**config.mk**
```make
export PLATFORM = sky130hd
export DESIGN_NAME = ex_hazard_ctrl
export DESIGN_NICKNAME = d
export VERILOG_FILES = /design/src/rtl/ex_hazard_ctrl.sv
export SDC_FILE = /design/constraint.sdc
export NUM_CORES = 1
export LEC_CHECK = 0
export ABC_CLOCK_PERIOD_IN_PS = 2100
export BUFFER_PORTS_ARGS = -buffer_cell sky130_fd_sc_hd__buf_2
export CORE_MARGIN = 3
export CORE_UTILIZATION = 48
export CTS_CLUSTER_SIZE = 10
export DETAILED_ROUTE_END_ITERATION = 10
export GPL_TIMING_DRIVEN = 0
export PLACE_DENSITY = 0.77
export SETUP_SLACK_MARGIN = 0.1
export SLEW_MARGIN = 20
export SYNTH_ARGS = -nofsm -noshare
export SYNTH_HDL_FRONTEND = slang
export SYNTH_SLANG_ARGS = --single-unit
```
**constraint.sdc**
```tcl
create_clock -name clk -period 2.1 [get_ports clk]
set_clock_uncertainty 0.2 [all_clocks]
set_input_delay 0.21 -clock clk [delete_from_list [all_inputs] [get_ports clk]]
set_output_delay 0.21 -clock clk [all_outputs]
set_load 0.05 [all_outputs]
```
**src/rtl/ex_hazard_ctrl.sv**
```systemverilog
// rtl/ex_hazard_ctrl.sv - execute-stage forwarding selects, load-use stall and branch flush control
module ex_hazard_ctrl #(
  parameter int REG_AW = 5,
  parameter int CNT_W  = 32
) (
  input  logic              clk,
  input  logic              reset,
  input  logic              id_valid,
  input  logic [REG_AW-1:0] id_rs1,
  input  logic [REG_AW-1:0] id_rs2,
  input  logic              id_use_rs1,
  input  logic              id_use_rs2,
  input  logic [REG_AW-1:0] id_rd,
  input  logic              id_regwrite,
  input  logic              id_memread,
  input  logic              ex_branch_taken,
  output logic [1:0]        forwardA,
  output logic [1:0]        forwardB,
  output logic              pc_write,
  output logic              ifid_write,
  output logic              ifid_flush,
  output logic              idex_flush,
  output logic [CNT_W-1:0]  stall_count,
  output logic [CNT_W-1:0]  flush_count
);

  // WB producers are never forwarded (write-through register file), so only
  // the EX and MEM destination tags are tracked.
  logic              ex_v, ex_rw, ex_ld;
  logic [REG_AW-1:0] ex_rd;
  logic              mem_v, mem_rw;
  logic [REG_AW-1:0] mem_rd;

  logic       ex_writer, mem_writer;
  logic       stall_cond, stall, flush;
  logic       ex_take;
  logic [1:0] sel_a, sel_b;

  assign ex_writer  = ex_v  & ex_rw  & (ex_rd  != '0);
  assign mem_writer = mem_v & mem_rw & (mem_rd != '0);

  assign stall_cond = id_valid & ex_v & ex_ld & (ex_rd != '0) &
                      ((id_use_rs1 & (id_rs1 == ex_rd)) |
                       (id_use_rs2 & (id_rs2 == ex_rd)));
  assign flush      = ex_branch_taken;
  assign stall      = stall_cond & ~flush;
  assign ex_take    = id_valid & ~(stall | flush);

  always_comb begin
    pc_write   = 1'b1;
    ifid_write = 1'b1;
    ifid_flush = 1'b0;
    idex_flush = 1'b0;
    if (flush) begin
      ifid_flush = 1'b1;
      idex_flush = 1'b1;
    end else if (stall) begin
      pc_write   = 1'b0;
      ifid_write = 1'b0;
      idex_flush = 1'b1;
    end
  end

  // The EX-stage writer is the youngest producer, so it is checked first.
  always_comb begin
    sel_a = 2'b00;
    sel_b = 2'b00;
    if (ex_take && id_use_rs1) begin
      if (ex_writer && (ex_rd == id_rs1))        sel_a = 2'b10;
      else if (mem_writer && (mem_rd == id_rs1)) sel_a = 2'b01;
    end
    if (ex_take && id_use_rs2) begin
      if (ex_writer && (ex_rd == id_rs2))        sel_b = 2'b10;
      else if (mem_writer && (mem_rd == id_rs2)) sel_b = 2'b01;
    end
  end

  always_ff @(posedge clk) begin
    if (reset) begin
      ex_v        <= 1'b0;
      ex_rw       <= 1'b0;
      ex_ld       <= 1'b0;
      ex_rd       <= '0;
      mem_v       <= 1'b0;
      mem_rw      <= 1'b0;
      mem_rd      <= '0;
      forwardA    <= 2'b00;
      forwardB    <= 2'b00;
      stall_count <= '0;
      flush_count <= '0;
    end else begin
      mem_v    <= ex_v;
      mem_rw   <= ex_rw;
      mem_rd   <= ex_rd;
      ex_v     <= ex_take;
      ex_rw    <= id_regwrite;
      ex_ld    <= id_memread;
      ex_rd    <= id_rd;
      forwardA <= sel_a;
      forwardB <= sel_b;
      if (stall) stall_count <= stall_count + CNT_W'(1);
      if (flush) flush_count <= flush_count + CNT_W'(1);
    end
  end

endmodule

```
==> implementation parameters, run 1 <==
Parameter                              Value

Finish
  Cell Count, Final, Fillers Out ... 692
  Synth-to-layout area growth ... 51.8%
  Number of nets in the final layout ... 610
  Number of diodes added for antenna fixing ... 0
  Share of final-layout standard cells stronger than drive strength 1 ... 49.8%
  Number of fill cells in the layout ... 499
  Share of the core filled with cells ... 76.4%

Timing
  Number of slew-limit violations in the final report ... 0
  Transition time at the pin with the least slew margin ... 660 ps
  Worst Hold Slack ... 42.1 ps
  Setup slack of the critical path after layout ... -306 ps
  Max frequency ... 416 MHz
  Post-route clock period utilization ... 115%
  Unrepaired setup endpoints after global routing ... true
  # setup viols final ... 40
  Tmin final ... 2410 ps
  Final-report hold violation count ... 0
  Worst slew margin relative to its limit ... 56.0%

Clock tree
  Clock sink count ... 83
  Root buffer cell ... sky130_fd_sc_hd__clkbuf_8
  Skew-Pair Late Insertion Delay ... 350 ps
  Number of levels in the clock H-tree ... 3
  Clk buf depth ... 2
  Cts bufs inserted ... 9
  Clk pin slew, worst setup/hold paths ... 90 ps
  TritonCTS clock tree ... done

Worst setup path
  Critical R2R Launch ... ex_rd[0]
  Launching instance or port of the critical path ... ex_rd[0]
  Cell class contributing the biggest share of worst-path delay ... buffers and inverters
  Endpoint kind of the worst setup timing path ... output port
  Data arrival at the endpoint of the critical path ... 2000 ps
  Crit path largest cell delay ... 410 ps
  Slowest-stage cell, CP ... sky130_fd_sc_hd__dfxtp_4
  Chain of cells forming the critical path ... xnor2_4, nand3_2, o22a_1, buf_6, buf_8, or2_4, buf_6, buf_8
  Crit Path Class ... reg2out
  Critical path data required time ... 1690 ps
  CP Buf/Inv Count ... 4
  Startpoint Class ... register
  Critical-path maximum fanout ... 4

Global routing
  Largest net degree at the start of global routing ... 16
  Grt total ovfl ... 0
  Wire length of the first global-routing pass ... 19700 um
  GRT Total Usage ... 25.2%
  Number of global-route vias before repair ... 4127
  Number of antenna violations at the first check in global routing ... 0

Floorplan
  Count of pins on the block boundary ... 95
  Initial core utilization ... 50.3%
  Die Outline Area ... 0.00940 mm2
  Core footprint ... 0.00789 mm2
  Core Rows ... 32
  Die span in x ... 96.9 um
  Die Y ... 96.9 um

Outcome
  Violations in the final reports ... setup timing
  Result of the run ... finished, violations left

Place
  Half-perimeter wire length of the detailed placement result ... 7450 um
  Placed Cells ... 645
  Count of input and output buffers ... 92
  Routability congestion estimate ... 0.881

Yosys
  Fraction of the yosys area taken by sequential cells ... 41.9%
  Netlist Area Pre-Place ... 0.00397 mm2
  Cell type with the largest total area after synthesis ... sky130_fd_sc_hd__dfxtp_1
  Share of flip-flops with an asynchronous set or reset ... 0%
  Flip-flop and latch count after synthesis ... 83
  Post-Syn Nets ... 476
  Post-synth EDFFs ... 0
  Top flip-flop cell by instance count after synthesis ... sky130_fd_sc_hd__dfxtp_1
  Gate Count Post-Synth ... 451
  Avg Synthesized Cell Area ... 8.80 um2
  Top post-synthesis cells by area ... sky130_fd_sc_hd__dfxtp_1, sky130_fd_sc_hd__xnor2_1, sky130_fd_sc_hd__or4_1
  Synthesis warning total ... 0
  Share of Yosys cell area claimed by the top area cell type ... 41.9%
  Library cells used by synthesis ... 47

Power
  Maximum resistive drop on vdd ... 368 uV
  Areal power density over the cells ... 510 mW/mm2
  Pleak ... 2.28 nW

Drt
  Remaining DRCs ... 0
  Via Count ... 4180
  Routed WL ... 13000 um
  Starting DRT DRC Count ... 253
  Avg WL per Cell ... 18.7 um
  Number of vias per cell after detailed routing ... 6.04
  DRT antenna net count ... 0
  First-pass iteration count of the detailed router ... 4

Run
  Max-capacitance violation count ... 0

Worst hold path
  Startpoint of the tightest hold check path ... id_rs2[4]
  Class of the tightest hold or removal check ... in2reg
## stage by stage
stage	TNS (ps)	total power, mW	setup WS [ps]	area, um2
2_1_floorplan	0	1.75	100	4140
3_3_place_gp	-1770	1.81	-186	4730
3_5_place_dp	-2450	1.81	-208	4730
4_1_cts	-4680	3.05	-293	5590
5_1_grt	-9490	3.18	-366	6020
6_report	-7600	3.07	-306	6020
## what timing repair did
item                                    in CTS  in global routing
endpoints found under the setup margin      41                 58
hold buffers                                10                  0
pin swaps                                   44                 29
hold endpoints to repair                    11                  0
setup buffers                               10                  8
cloned                                       3                  0
resized for setup                           78                 77
## flip-flops by register name (all words and copies together), names as in the netlist
register	flops
flush_count	32
stall_count	32
ex_rd	5
mem_rd	5
forwardA	2
forwardB	2
ex_ld	1
ex_rw	1
ex_v	1
mem_rw	1
mem_v	1
## power breakdown
group	internal, mW	switching (mW)
sequential	1.56	0.0281
clock	0.558	0.636
combinational	0.139	0.155
total	2.25	0.819
## per-layer routing
| metal | GRT usage (%) | share of wire (%) | vias to the layer above |
|---|---|---|---|
| li1 | - | - | 1932 |
| met1 | 31.6 | 41 | 2023 |
| met2 | 42.1 | 50 | 181 |
| met3 | 5.05 | 5.2 | 44 |
| met4 | 10.2 | 3.4 | 0 |
| met5 | 0 | 0 | - |
## cell families after synthesis
group | count (synthesis) | share of synthesized area (%)
AOI/OAI and AO/OA | 73 | 11.5
xor gates and xnor gates | 48 | 10.6
adders and majority gates | 2 | 0.630
buffers and inverters | 33 | 4.51
DFF | 83 | 41.9
muxes | 2 | 0.536
and+or+nand+nor | 210 | 30.4
## worst reg2reg max path: cells and delay by family, from the launching register on
family / cells / cell delay, ps
buffers and inverters: 6 / 800
AOI/OAI and AO/OA: 3 / 560
and+or+nand+nor: 1 / 80
xor gates and xnor gates: 1 / 190
DFF: 1 / 410
## cell usage after synthesis (2+ instances only)
cell type and n:
sky130_fd_sc_hd__ha_1 2, sky130_fd_sc_hd__o31ai_1 27, sky130_fd_sc_hd__buf_4 3, sky130_fd_sc_hd__xor2_1 22
sky130_fd_sc_hd__or3_1 6, sky130_fd_sc_hd__nor4_1 7, sky130_fd_sc_hd__nor2b_1 17, sky130_fd_sc_hd__nor4b_1 2
sky130_fd_sc_hd__o21ai_0 5, sky130_fd_sc_hd__a21oi_1 34, sky130_fd_sc_hd__nand4b_1 2, sky130_fd_sc_hd__dfxtp_1 83
sky130_fd_sc_hd__buf_6 4, sky130_fd_sc_hd__or4_1 30, sky130_fd_sc_hd__nand4_1 22, sky130_fd_sc_hd__nand2_1 25
sky130_fd_sc_hd__and2_1 3, sky130_fd_sc_hd__nor3_1 7, sky130_fd_sc_hd__and3_1 7, sky130_fd_sc_hd__or2_2 2
sky130_fd_sc_hd__xnor2_1 26, sky130_fd_sc_hd__clkbuf_1 11, sky130_fd_sc_hd__nor2_1 38, sky130_fd_sc_hd__buf_2 6
sky130_fd_sc_hd__inv_1 7, sky130_fd_sc_hd__and4_1 3, sky130_fd_sc_hd__nand3_1 30
## layout make-up
class	count	area [um2]	area share, %
Buffer	26	233	3.86
Clock buffer	9	124	2.06
Clock inverter	7	73.8	1.23
Inverter	7	26.3	0.436
Multi-Input combinational cell	335	2800	46.5
Sequential cell	83	1800	29.9
Tap cell	102	128	2.12
Timing Repair Buffer	123	835	13.9
## placed cells by master, fill, tap and decap left out, drive strengths merged, types with 5 or more instances in the layout
cell type / netlist / routed
a21oi: 34 / 34
o21ai: 5 / 5
xnor2: 26 / 26
nor3: 8 / 8
nor2b: 17 / 17
nand3: 30 / 30
nand4: 23 / 23
dlygate4sd3: 1 / 11
inv: 7 / 10
dfxtp: 83 / 83
o31ai: 27 / 27
or3: 6 / 6
nand2: 25 / 25
buf: 14 / 124
or4: 30 / 30
and3: 7 / 7
nor4: 9 / 9
nor2: 39 / 39
xor2: 22 / 22
clkbuf: 11 / 22
## path summary, 6_finish.rpt
check / endpoint / depth (start not counted) / slack (ps)
setup / recovery: pc_write / 8 / -310
hold / removal: forwardB[0] / 4 / 40
setup reg to reg: stall_count[8] / 11 / -290
hold reg to reg: stall_count[26] / 2 / 280
Power figures use the tool's default switching activity.
==> inputs of run 2 (changes only) <==
--- a/config.mk
+++ b/config.mk
@@ -6,11 +6,11 @@
 export NUM_CORES = 1
 export LEC_CHECK = 0
 export ABC_CLOCK_PERIOD_IN_PS = 2100
-export BUFFER_PORTS_ARGS = -buffer_cell sky130_fd_sc_hd__buf_2
 export CORE_MARGIN = 3
-export CORE_UTILIZATION = 48
+export CORE_UTILIZATION = 55
 export CTS_CLUSTER_SIZE = 10
 export DETAILED_ROUTE_END_ITERATION = 10
+export DONT_BUFFER_PORTS = 1
 export GPL_TIMING_DRIVEN = 0
 export PLACE_DENSITY = 0.77
 export SETUP_SLACK_MARGIN = 0.1
==> implementation parameters, run 2 (synthesis results as in run 1) <==
Parameter                              Value

Outcome
  Result of the run ... finished, violations left (unchanged)
  Violations in the final reports ... setup timing (unchanged)

Worst setup path
  Endpoint kind of the worst setup timing path ... output port (unchanged)
  Critical path data required time ... 1690 ps (about the same)
  Chain of cells forming the critical path ... xnor2_2, nand3_1, o22a_1, buf_6, buf_8, or2_4, buf_8 (was xnor2_4, nand3_2, o22a_1, buf_6, buf_8, or2_4, buf_6, buf_8)
  Crit Path Class ... reg2out (unchanged)
  Critical R2R Launch ... ex_rd[0] (unchanged)
  Critical-path maximum fanout ... 4 (unchanged)
  Startpoint Class ... register (unchanged)
  Crit path largest cell delay ... 390 ps (was 410 ps)
  Slowest-stage cell, CP ... sky130_fd_sc_hd__dfxtp_4 (unchanged)
  Length in cells of the worst reg-to-reg path ... 9 (was 11)
  Most Frequent Cell on Critical Path ... sky130_fd_sc_hd__buf_8
  Launching instance or port of the critical path ... ex_rd[0] (unchanged)
  Data arrival at the endpoint of the critical path ... 2110 ps (was 2000 ps)
  Internal reg-to-reg setup slack ... -380 ps (was -290 ps)
  Worst flop-to-flop path endpoint ... stall_count[4] (was stall_count[8])

Power
  Final total power ... 3.24 mW (was 3.07 mW)
  Maximum resistive drop on vdd ... 419 uV (was 368 uV)
  Areal power density over the cells ... 544 mW/mm2 (was 510 mW/mm2)
  Pleak ... 2.05 nW (was 2.28 nW)

Floorplan
  Count of pins on the block boundary ... 95 (unchanged)
  Die Y ... 90.9 um (was 96.9 um)
  Die span in x ... 90.9 um (was 96.9 um)
  Core Rows ... 30 (was 32)
  Core footprint ... 0.00691 mm2 (was 0.00789 mm2)
  Die Outline Area ... 0.00827 mm2 (was 0.00940 mm2)
  Initial core utilization ... 57.5% (was 50.3%)

Global routing
  GRT Total Usage ... 27.1% (was 25.2%)
  Wire length of the first global-routing pass ... 18300 um (was 19700 um)
  Number of antenna violations at the first check in global routing ... 0 (unchanged)
  Grt total ovfl ... 0 (unchanged)
  Number of global-route vias before repair ... 3734 (was 4127)
  Largest net degree at the start of global routing ... 15 (was 16)

Drt
  Routed WL ... 15400 um (was 13000 um)
  Number of vias per cell after detailed routing ... 6.86 (was 6.04)
  Avg WL per Cell ... 24.7 um (was 18.7 um)
  Remaining DRCs ... 0 (unchanged)
  First-pass iteration count of the detailed router ... 5 (was 4)
  Via Count ... 4269 (was 4180)
  DRT antenna net count ... 0 (unchanged)
  Starting DRT DRC Count ... 450 (was 253)

Timing
  Post-route clock period utilization ... 120% (was 115%)
  Worst slew margin relative to its limit ... 52.1% (was 56.0%)
  # setup viols final ... 40 (unchanged)
  Setup slack of the critical path after layout ... -418 ps (was -306 ps)
  Unrepaired setup endpoints after global routing ... true (unchanged)
  Tmin final ... 2520 ps (was 2410 ps)
  TNS Setup ... -10470 ps (was -7600 ps)
  Max frequency ... 397 MHz (was 416 MHz)
  Transition time at the pin with the least slew margin ... 718 ps (was 660 ps)
  Final-report hold violation count ... 0 (unchanged)
  Number of slew-limit violations in the final report ... 0 (unchanged)

Clock tree
  Clk pin slew, worst setup/hold paths ... 90 ps (about the same)
  Skew-Pair Late Insertion Delay ... 370 ps (was 350 ps)
  Clk buf depth ... 2 (unchanged)
  Cts bufs inserted ... 9 (unchanged)
  Clock sink count ... 83 (unchanged)
  TritonCTS clock tree ... done (unchanged)
  Root buffer cell ... sky130_fd_sc_hd__clkbuf_8 (unchanged)
  Number of levels in the clock H-tree ... 3 (unchanged)

Worst hold path
  Min-Delay Path Depth ... 4 (unchanged)
  Startpoint of the tightest hold check path ... id_rs2[1] (was id_rs2[4])
  Worst-case hold path end point ... forwardB[1] (was forwardB[0])
  Class of the tightest hold or removal check ... in2reg (unchanged)

Place
  Count of input and output buffers ... 0 (was 92)
  Routability congestion estimate ... 0.862 (was 0.881)
  Placed Cells ... 547 (was 645)
  Half-perimeter wire length of the detailed placement result ... 7090 um (was 7450 um)
  Cell area after placement ... 0.00426 mm2 (was 0.00473 mm2)
  Post-Place Worst Slack ... -201 ps (was -208 ps)

Run
  Max-capacitance violation count ... 0 (unchanged)

Finish
  Registers with the most flip-flops ... flush_count (32), stall_count (32) (unchanged)
  Number of nets in the final layout ... 546 (was 610)
  Most common cell after layout, fill and taps aside ... sky130_fd_sc_hd__dfxtp_4 (was sky130_fd_sc_hd__buf_2)
  Design Area, Final ... 0.00596 mm2 (was 0.00602 mm2)
  Synth-to-layout area growth ... 50.1% (was 51.8%)
  Commonest cells after routing, fill and taps aside ... sky130_fd_sc_hd__dfxtp_4, sky130_fd_sc_hd__nor2_1, sky130_fd_sc_hd__nand2_1, sky130_fd_sc_hd__buf_4, sky130_fd_sc_hd__dfxtp_1 (was sky130_fd_sc_hd__buf_2, sky130_fd_sc_hd__nor2_1, sky130_fd_sc_hd__dfxtp_4, sky130_fd_sc_hd__dfxtp_1)
  Cell Count, Final, Fillers Out ... 622 (was 692)
  Number of diodes added for antenna fixing ... 0 (unchanged)
  Share of final-layout standard cells stronger than drive strength 1 ... 46.0% (was 49.8%)
-- run 2: how the worst max path moves through the flow --
stage,end,slack (ps),cells past startpoint
after CTS,pc_write,-290,6
after detailed placement,stall_count[1],-200,7
after global placement,stall_count[1],-180,7
final,pc_write,-420,7
after floorplan,stall_count[28],100,7
after global routing,pc_write,-440,7
-- run 2: critical path, delay by kind of cell, from the launching register on --
| kind | cells | cell delay (ps) |
|---|---|---|
| and+or+nand+nor | 2 | 470 |
| buffers and inverters | 3 | 410 |
| DFF | 1 | 390 |
| AOI/OAI and AO/OA | 1 | 240 |
| xor gates and xnor gates | 1 | 220 |
-- run 2: where the power goes --
part,total (mW),switching [mW],leakage (nW),internal (mW)
clock network,1.39,0.611,0.125,0.777
registers,1.58,0.0456,0.715,1.54
logic,0.271,0.137,1.21,0.134
total,3.24,0.794,2.05,2.45
-- run 2: repair_timing --
item / in CTS / in global routing
pin swaps: 68 / 48
endpoints found under the hold margin: 12 / 0
endpoints found under the setup margin: 60 / 58
gates cloned: 2 / 3
buffers inserted: 19 / 15
hold buffers: 21 / 0
gates resized for setup: 93 / 113
-- run 2: layout make-up --
type	count	area, um2
Clock buffer	11	163
Timing Repair Buffer	59	594
Multi-Input combinational cell	335	2880
Buffer	26	236
Tap cell	96	120
Sequential cell	83	1850
Clock inverter	5	82.6
Inverter	7	26.3
Fill cell	308	950
-- run 2: per-stage QoR --
stage,hold slack [ps],util [%]
after floorplan,138,-
after global placement,141,61.7
after detailed placement,144,61.7
after CTS,11.0,76.0
after global routing,35.0,86.3
final,36.5,86.3
-- run 2: layer usage --
layer | up-vias | routed length (um) | track usage, % | share of wire [%]
met4 | 0 | 743 | 9.67 | 4.8
met5 | - | 0 | 0 | 0
met2 | 352 | 7700 | 45.4 | 50
met1 | 2036 | 5270 | 32.3 | 34
li1 | 1797 | - | - | -
met3 | 84 | 1640 | 9.28 | 11
==> inputs of run 3 (changes only) <==
--- a/config.mk
+++ b/config.mk
@@ -5,14 +5,14 @@
 export SDC_FILE = /design/constraint.sdc
 export NUM_CORES = 1
 export LEC_CHECK = 0
-export ABC_CLOCK_PERIOD_IN_PS = 2100
-export CORE_MARGIN = 3
+export ABC_CLOCK_PERIOD_IN_PS = 2550
+export CORE_MARGIN = 2
 export CORE_UTILIZATION = 55
 export CTS_CLUSTER_SIZE = 10
 export DETAILED_ROUTE_END_ITERATION = 10
 export DONT_BUFFER_PORTS = 1
 export GPL_TIMING_DRIVEN = 0
-export PLACE_DENSITY = 0.77
+export PLACE_DENSITY = 0.74
 export SETUP_SLACK_MARGIN = 0.1
 export SLEW_MARGIN = 20
 export SYNTH_ARGS = -nofsm -noshare
==> constraint.sdc (replaced) <==
create_clock -name clk -period 2.55 [get_ports clk]
set_clock_uncertainty 0.2 [all_clocks]
set_input_delay 0.255 -clock clk [delete_from_list [all_inputs] [get_ports clk]]
set_output_delay 0.255 -clock clk [all_outputs]
set_load 0.05 [all_outputs]
==> implementation parameters, run 3 (synthesis results as in run 1) <==
Parameter                              Value

Outcome
  Result of the run ... finished, final reports clean (was finished, violations left)

Drt
  Remaining DRCs ... 0 (unchanged)
  Number of vias per cell after detailed routing ... 6.04 (was 6.86)
  DRT antenna net count ... 0 (unchanged)
  Avg WL per Cell ... 16.6 um (was 24.7 um)
  Routed WL ... 9640 um (was 15400 um)
  First-pass iteration count of the detailed router ... 4 (was 5)
  Starting DRT DRC Count ... 133 (was 450)
  Via Count ... 3514 (was 4269)

Place
  Half-perimeter wire length of the detailed placement result ... 6700 um (was 7090 um)
  Placed Cells ... 547 (unchanged)
  Post-Place Worst Slack ... -141 ps (was -201 ps)
  Count of input and output buffers ... 0 (unchanged)
  Routability congestion estimate ... 0.823 (was 0.862)

Clock tree
  Clk buf depth ... 2 (unchanged)
  Root buffer cell ... sky130_fd_sc_hd__clkbuf_8 (unchanged)
  Number of levels in the clock H-tree ... 3 (unchanged)
  Clk pin slew, worst setup/hold paths ... 90 ps (about the same)
  Cts bufs inserted ... 9 (unchanged)
  TritonCTS clock tree ... done (unchanged)
  Skew-Pair Late Insertion Delay ... 350 ps (was 370 ps)
  Clock sink count ... 83 (unchanged)

Power
  Areal power density over the cells ... 560 mW/mm2 (was 544 mW/mm2)
  Pleak ... 1.50 nW (was 2.05 nW)
  Maximum resistive drop on vdd ... 282 uV (was 419 uV)
  Final total power ... 2.61 mW (was 3.24 mW)

Worst setup path
  Critical-path maximum fanout ... 19 (was 4)
  Endpoint kind of the worst setup timing path ... output port (unchanged)
  Crit Path Class ... reg2out (unchanged)
  Length in cells of the worst reg-to-reg path ... 5 (was 9)
  Critical path data required time ... 2100 ps (was 1690 ps)
  Data arrival at the endpoint of the critical path ... 1990 ps (was 2110 ps)
  Startpoint Class ... register (unchanged)

Global routing
  Largest net degree at the start of global routing ... 20 (was 15)
  GRT Total Usage ... 24.3% (was 27.1%)
  Number of global-route vias before repair ... 3270 (was 3734)
  Number of antenna violations at the first check in global routing ... 0 (unchanged)
  Met2 routing resource usage after global routing ... 39.1% (was 45.4%)
  GR Util met1 ... 30.4% (was 32.3%)
  Most utilized layer in the global route result ... met2 (unchanged)
  Grt met3 use ... 7.48% (was 9.28%)
  Grt total ovfl ... 0 (unchanged)
  Wire length of the first global-routing pass ... 15100 um (was 18300 um)

Timing
  Max frequency ... 409 MHz
  Post-route clock period utilization ... 95.9%
  Tmin final ... 2450 ps
  TNS Setup ... 0 ps (was -10470 ps)
  Transition time at the pin with the least slew margin ... 663 ps (was 718 ps)
  Setup slack of the critical path after layout ... 104 ps (was -418 ps)
  Unrepaired setup endpoints after global routing ... true (unchanged)
  # setup viols final ... 0 (was 40)
  Final-report hold violation count ... 0 (unchanged)
  Worst slew margin relative to its limit ... 55.8% (was 52.1%)
  Worst Hold Slack ... 69.4 ps (was 36.5 ps)
  Number of slew-limit violations in the final report ... 0 (unchanged)

Finish
  Commonest cells after routing, fill and taps aside ... sky130_fd_sc_hd__dfxtp_1, sky130_fd_sc_hd__nor2_1, sky130_fd_sc_hd__a21oi_1, sky130_fd_sc_hd__dfxtp_2 (was sky130_fd_sc_hd__dfxtp_4, sky130_fd_sc_hd__nor2_1, sky130_fd_sc_hd__nand2_1, sky130_fd_sc_hd__buf_4, sky130_fd_sc_hd__dfxtp_1)
  Number of nets in the final layout ... 506 (was 546)
  Number of diodes added for antenna fixing ... 0 (unchanged)
  Most common cell after layout, fill and taps aside ... sky130_fd_sc_hd__dfxtp_1 (was sky130_fd_sc_hd__dfxtp_4)
  Synth-to-layout area growth ... 17.6% (was 50.1%)
  Number of fill cells in the layout ... 581 (was 308)
  Share of final-layout standard cells stronger than drive strength 1 ... 18.1% (was 46.0%)
  Registers with the most flip-flops ... flush_count (32), stall_count (32) (unchanged)
  Cell Count, Final, Fillers Out ... 582 (was 622)

Worst hold path
  Class of the tightest hold or removal check ... in2reg (unchanged)
  Min-Delay Path Depth ... 3 (was 4)

Floorplan
  Core Rows ... 30 (unchanged)
  Die span in x ... 88.9 um (was 90.9 um)
  Die Outline Area ... 0.00791 mm2 (was 0.00827 mm2)
  Die Y ... 88.9 um (was 90.9 um)
  Initial core utilization ... 57.5% (unchanged)
  Count of pins on the block boundary ... 95 (unchanged)
  Core footprint ... 0.00691 mm2 (unchanged)

Run
  Max-capacitance violation count ... 0 (unchanged)
==> run 3: changes by cell type in the layout (fill, tap and decap cells not counted), moves of 8 or more <==
cell                      previous run  this run
sky130_fd_sc_hd__dfxtp_4            47        11
sky130_fd_sc_hd__o31ai_1             2        27
sky130_fd_sc_hd__buf_4              25         3
sky130_fd_sc_hd__dfxtp_2            12        32
sky130_fd_sc_hd__a21oi_1            16        33
sky130_fd_sc_hd__a21oi_2            17         1
sky130_fd_sc_hd__dfxtp_1            24        40
sky130_fd_sc_hd__or4_1              14        30
sky130_fd_sc_hd__or4_4              16         0
sky130_fd_sc_hd__o31ai_4            13         0
sky130_fd_sc_hd__o31ai_2            12         0
sky130_fd_sc_hd__nand3_1            21        30
sky130_fd_sc_hd__xnor2_1            16        24
==> run 3: area by class of cell <==
type | instances | area [um2] | share of cell area, %
Clock buffer | 10 | 128 | 2.74
Sequential cell | 83 | 1740 | 37.4
Inverter | 7 | 26.3 | 0.563
Multi-Input combinational cell | 335 | 2180 | 46.8
Buffer | 25 | 155 | 3.33
Clock inverter | 6 | 114 | 2.44
Timing Repair Buffer | 20 | 195 | 4.18
Tap cell | 96 | 120 | 2.57
==> run 3: layer usage <==
layer / routed length (um) / vias up
met4: 168 / 0
met2: 4500 / 124
met3: 770 / 15
li1: - / 1705
met5: 0 / -
met1: 4200 / 1670
==> run 3: final timing paths <==
kind	startpoint	end	slack (ps)
setup / recovery	ex_rd[2]	pc_write	100
hold / removal	reset	ex_v	70
setup reg to reg	ex_rd[3]	forwardB[1]	250
hold reg to reg	ex_rw	mem_rw	270
==> run 3: worst max-delay path: stages (launching register included) <==
cell                      delay (ps)
sky130_fd_sc_hd__dfxtp_4         370
sky130_fd_sc_hd__xnor2_1         160
sky130_fd_sc_hd__nand3_1         140
sky130_fd_sc_hd__o22a_1          260
sky130_fd_sc_hd__buf_6           170
sky130_fd_sc_hd__or2_4           350
sky130_fd_sc_hd__buf_6           180
==> run 3: timing repair <==
item                                    in CTS  in global routing
pin swaps                                    1                  4
endpoints found under the setup margin      30                 34
buffers inserted                             0                  2
gates resized for setup                     35                 30
hold buffers                                18                  0
hold endpoints to repair                    12                  0
==> run 3: power by group <==
part           leakage, nW  internal [mW]  switching, mW
Clock                0.113          0.652          0.485
Combinational        0.691         0.0669         0.0754
Sequential           0.696           1.30         0.0322
==> run 3: per-stage QoR <==
stage	utilization, %	area [um2]
2_1_floorplan	-	3970
3_3_place_gp	59.3	4090
3_5_place_dp	59.3	4090
4_1_cts	66.1	4570
5_1_grt	67.6	4670
6_report	67.6	4670
